--- src/rtl/addr_unit.sv ---
// +-------------------------------------------------------------------------+
// | addr_unit: low/high address adder, PC and AB registers, page-carry fix  |
// | Revision: 1.0                                                           |
// +-------------------------------------------------------------------------+
`default_nettype none

module addr_unit #(
   parameter int             AW     = 16,
   parameter int             LW     = 8,
   parameter logic [AW-1:0]  PC_RST = 16'hFFFC
) (
   input  logic            clk,
   input  logic            reset,
   input  logic            rdy,
   input  logic            halt,
   input  logic [LW-1:0]   DB,
   input  logic [LW-1:0]   REG,
   input  logic            cond,
   input  logic            CI,
   input  logic [5:0]      op,
   input  logic            ld_ahl,
   input  logic            ld_pc,
   input  logic            inc_pc,
   input  logic            fix_en,
   output logic [AW-1:0]   ADDR,
   output logic [AW-1:0]   AB,
   output logic [AW-1:0]   PC,
   output logic            CO,
   output logic            pc_co,
   output logic            fix_busy
);

   localparam int HW = AW - LW;

   typedef enum logic [0:0] {
      IDLE = 1'b0,
      FIX  = 1'b1
   } state_t;

   state_t          state_q, state_d;
   logic [AW-1:0]   ab_q, ab_d;
   logic [AW-1:0]   pc_q, pc_d;
   logic [LW-1:0]   ahl_q, ahl_d;

   logic            en;
   logic [LW-1:0]   base;
   logic [LW:0]     sum;
   logic [LW-1:0]   adl;
   logic [HW-1:0]   db_hi;
   logic [HW-1:0]   hsrc;
   logic [AW:0]     p1;

   // DB feeds the high part zero-extended (or truncated if LW exceeds HW)
   if (LW >= HW) begin : g_db_trunc
      assign db_hi = DB[HW-1:0];
   end else begin : g_db_ext
      assign db_hi = {{(HW-LW){1'b0}}, DB};
   end

   assign en = rdy & ~halt & ~reset;

   always_comb begin
      base = '0;
      casez ({cond, op[3:2]})
         3'b?01:  base = pc_q[LW-1:0];
         3'b?10:  base = ahl_q;
         3'b111:  base = DB;
         default: base = '0;
      endcase
   end

   always_comb begin
      sum = '0;
      case (op[1:0])
         2'b00:   sum = {1'b0, REG} + {{LW{1'b0}}, CI};
         2'b01:   sum = {1'b0, base} + {1'b0, REG} + {{LW{1'b0}}, CI};
         2'b10:   sum = {1'b0, base} + {{LW{1'b0}}, CI};
         default: sum = {1'b0, base} + {1'b0, ab_q[LW-1:0]} + {{LW{1'b0}}, CI};
      endcase
   end

   assign {CO, adl} = sum;

   always_comb begin
      hsrc = '0;
      case (op[5:4])
         2'b00:   hsrc = ab_q[AW-1:LW];
         2'b01:   hsrc = pc_q[AW-1:LW];
         2'b10:   hsrc = db_hi;
         default: hsrc = '0;
      endcase
   end

   // FIX replays the previous address with the deferred page carry applied
   always_comb begin
      ADDR = {hsrc, adl};
      if (state_q == FIX)
         ADDR = {ab_q[AW-1:LW] + HW'(1), ab_q[LW-1:0]};
      else if (!fix_en)
         ADDR = {hsrc + HW'(CO), adl};
   end

   assign p1 = {1'b0, ab_q} + {{AW{1'b0}}, inc_pc};

   always_comb begin
      state_d = state_q;
      ab_d    = ab_q;
      pc_d    = pc_q;
      ahl_d   = ahl_q;
      if (en) begin
         ab_d = ADDR;
         if (state_q == IDLE) begin
            if (ld_pc)
               pc_d = p1[AW-1:0];
            if (ld_ahl)
               ahl_d = DB;
            if (fix_en && CO)
               state_d = FIX;
         end else begin
            state_d = IDLE;
         end
      end
   end

   always_ff @(posedge clk) begin
      if (reset) begin
         state_q <= IDLE;
         ab_q    <= '0;
         pc_q    <= PC_RST;
         ahl_q   <= '0;
      end else begin
         state_q <= state_d;
         ab_q    <= ab_d;
         pc_q    <= pc_d;
         ahl_q   <= ahl_d;
      end
   end

   assign AB       = ab_q;
   assign PC       = pc_q;
   assign pc_co    = p1[AW];
   assign fix_busy = (state_q == FIX);

endmodule

`default_nettype wire
--- config.mk ---
export PLATFORM = sky130hd
export DESIGN_NAME = addr_unit
export DESIGN_NICKNAME = d
export VERILOG_FILES = /design/src/rtl/addr_unit.sv
export SDC_FILE = /design/constraint.sdc
export NUM_CORES = 1
export LEC_CHECK = 0
export CORE_UTILIZATION = 40
export CTS_CLUSTER_SIZE = 10
export DETAILED_ROUTE_END_ITERATION = 8
export PLACE_DENSITY = 0.67
export RECOVER_POWER = 25
export REMOVE_ABC_BUFFERS = 1
export SYNTH_ARGS = -nofsm -noshare
export SYNTH_HDL_FRONTEND = slang
export SYNTH_SLANG_ARGS = --single-unit
--- constraint.sdc ---
create_clock -name clk -period 5.9 [get_ports clk]
set_input_delay 1.18 -clock clk [delete_from_list [all_inputs] [get_ports clk]]
set_output_delay 1.18 -clock clk [all_outputs]
set_load 0.02 [all_outputs]
==> impl_metrics.ini <==
[outcome]
status = completed

[clock_tree]
cts-root-buf = clkbuf_8
insertion_delay_ps = 300
htreeDepth = 2
cts_tree = yes
cts-buffers-inserted = 5
cts.sinks = 41
cts.clk_slew.worst_paths_ps = 90
clk_path_buf_depth = 2
cts_hold_buf = 0

[sta]
period_share_pct = 97.1
fin_setup_tns_ps = 0
worst_clock_skew_ps = 4.59
fin_crit_ps = 5730
rsz0062_at_grt = false
setup-violations-final = 0
finalHoldViolCount = 0
worst_slack_ps = 173
fmax_mhz = 175
tightest_slew_ps = 961
relSlewSlack_pct = 35.8
slew_viol_final = 0

[grt]
grt_overflow = 0
first_global_vias = 4370
grt_use_total_pct = 26.6
grt_max_degree = 31
grt_pass1_wl_mm = 21.2
antenna_found_initial = 0

[final_layout]
area_growth_pct = 42.0
drive_gt1_share_pct = 20.9
fin_nets = 708
antenna_cells = 0
instances_no_fill = 781
final_cell_area_um2 = 5540
fill_cells = 890

[logic_synthesis]
synth_ff_type = dfxtp_1
yosys.area_share.simple_pct = 26.0
synth-seq-cells = 41
synth_xor_area_share_pct = 5.61
ys_seq_area_share_pct = 21.0
synth_fa_ha_area_share_pct = 8.78
postSynthCellCount = 510
syn_avg_cell_area_um2 = 7.65
synth_top_family_by_area = compound AO/OA/AOI/OAI gates
synthMuxAreaShare_pct = 4.62
synth-edff-count = 0
synth.distinct_cells = 72
postSynth.asyncResetShare_pct = 0
synth-compound-area-share_pct = 28.7
yosysWarnings = 0
syn-cell-area_um2 = 3900

[setup_path]
r2r_cells = 19
endpoint_kind = output pin
cp.arrival_ps = 4550
worst_setup_path_start_kind = input port
crit_start = op[2]
cp.required_ps = 4720
r2r_start = ahl_q[0]
worst-setup-path-type = input port to output pin
cp_max_fo = 4

[drt]
num_vias = 4455
ant_nets = 0
drt_iter0_drc = 191
wl_mm = 13.3
dr_wl_met2_mm = 6.60
m1WireLength_mm = 5.62
top_layer = met4
firstDrtPassIters = 4
drc = 0
routed-wl-met3_um = 720
via_per_inst = 5.70
avgRoutedWirePerCell_um = 17.1

[pwr]
total_power_uw = 913
comb_power_share_pct = 39.5
power.share.clock_pct = 26.8
peakVddDrop_mv = 0.102
power.net_switching_uw = 314
seqPwrFrac_pct = 33.7
powerDensity_nw_per_um2 = 165
internal_power_uw = 599
swShare_pct = 34.4
p_leak_nw = 2.38

[die]
dieArea_um2 = 10200
start_util_pct = 41.9
rows = 35
dieWidth_um = 101
coreArea_um2 = 9330
fp.dieH_um = 101
num_io_pins = 83

[placement]
port_buffers = 82
dpl.cell_count = 767
place.gp.congestion = 0.934
placed_area_um2 = 5310
hpwl_mm = 10.4
place_ws_ps = -879

[min_path]
hold_path.class = register to register
min_path_cells = 2
hold_path.startpoint = ahl_q[4]

[flow_run]
drv_cap = 0
[power by group through the flow]
stage / logic [mW] / registers, mW / clock network (mW)
floorplan: 0.166 / 0.321 / 0
global placement: 0.351 / 0.314 / 0
detailed placement: 0.355 / 0.314 / 0
CTS: 0.356 / 0.307 / 0.247
global route: 0.391 / 0.309 / 0.258
finish: 0.361 / 0.307 / 0.244
[Yosys cell counts, types with 7 or more instances]
library cell  instances  share of area, %
nand3_1              25               3.2
a31oi_1              10               1.6
a21oi_1              28               3.6
nor2b_1              12               1.9
o211ai_1             19               3.7
dfxtp_1              41                21
mux2i_1              18               4.6
and3_1               17               2.7
ha_1                 21               6.7
nor2_1               22               2.1
xor2_1               15               3.4
o21ai_1               7              0.90
nand2_1              78               7.5
xnor2_1              10               2.2
o21ai_0              29               3.7
inv_1                13               1.3
clkbuf_1             20               1.9
[final timing paths]
path	endpoint	slack, ps
worst min-delay path	ahl_q[4]	460
worst max-delay path	ADDR[14]	170
worst max register to register	AB[11]	2250
worst min register to register	ahl_q[4]	460
[cell type report]
type	count	area (um^2)	share of cell area (%)
clock buffers	7	86.3	1.56
clock inverters	1	30.0	0.542
inverters	14	52.6	0.948
multi-input cells	424	2990	53.9
flip-flops and latches	41	821	14.8
well taps	129	161	2.91
repair buffers	165	1400	25.3
[cell usage in the layout (no fill, tap or decap), types with 7 or more instances in the layout]
cell	instances
nor2b_1	10
nand2_1	77
o21ai_1	7
xnor2_1	10
buf_4	86
o21ai_0	27
dfxtp_1	41
mux2i_1	18
a21oi_1	27
and3_1	17
a31oi_1	10
inv_1	13
clkdlybuf4s50_1	46
dlygate4sd3_1	23
o211ai_1	19
xor2_1	15
ha_1	20
nand3_1	23
nor2_1	21
[worst max-delay path, cell delays in order]
cell and delay, ps:
buf_4 110, nor2b_4 150, a22oi_2 90, buf_4 140, buf_4 130, fa_2 380
fa_2 390, nor2b_4 130, o31a_1 160, o211ai_1 80, a21oi_1 150, a211o_1 190
ha_2 200, ha_1 140, nor2b_4 170, nand2_2 60, or3b_1 390, nand3_2 100
o21ai_2 70, buf_6 150
[flip-flops by register name (all words and copies together) (netlist names)]
| signal | cells |
|---|---|
| PC | 16 |
| fix_busy | 1 |
| ahl_q | 8 |
| AB | 16 |
[layer usage]
layer / vias to the layer above / global-route usage [%]
li1: 2191 / -
met4: 0 / 10.8
met2: 156 / 47.6
met1: 2073 / 32.1
met3: 35 / 3.33
met5: - / 0
[timing repair]
item                                    in CTS  in global routing
gates resized for setup                     47                 27
hold endpoints to repair                     0                  0
pin swaps                                   10                 14
endpoints found under the setup margin      11                  9
buffers inserted                             2                  4
[logic make-up after synthesis]
group	count (synthesis)
buffers and inverters	45
AND/OR/NAND/NOR	199
flip-flops	41
AO/OA/AOI/OAI	157
adder cells (fa/ha/maj)	25
XOR/XNOR	25
multiplexers	18
[through the flow]
| stage | utilization (%) | hold slack (ps) |
|---|---|---|
| after detailed placement | 57.0 | 446 |
| after global placement | 57.0 | 442 |
| after floorplan | - | 426 |
| final | 59.4 | 459 |
| after CTS | 58.6 | 458 |
| after global routing | 59.4 | 475 |
(Power assumes the default switching activity.)
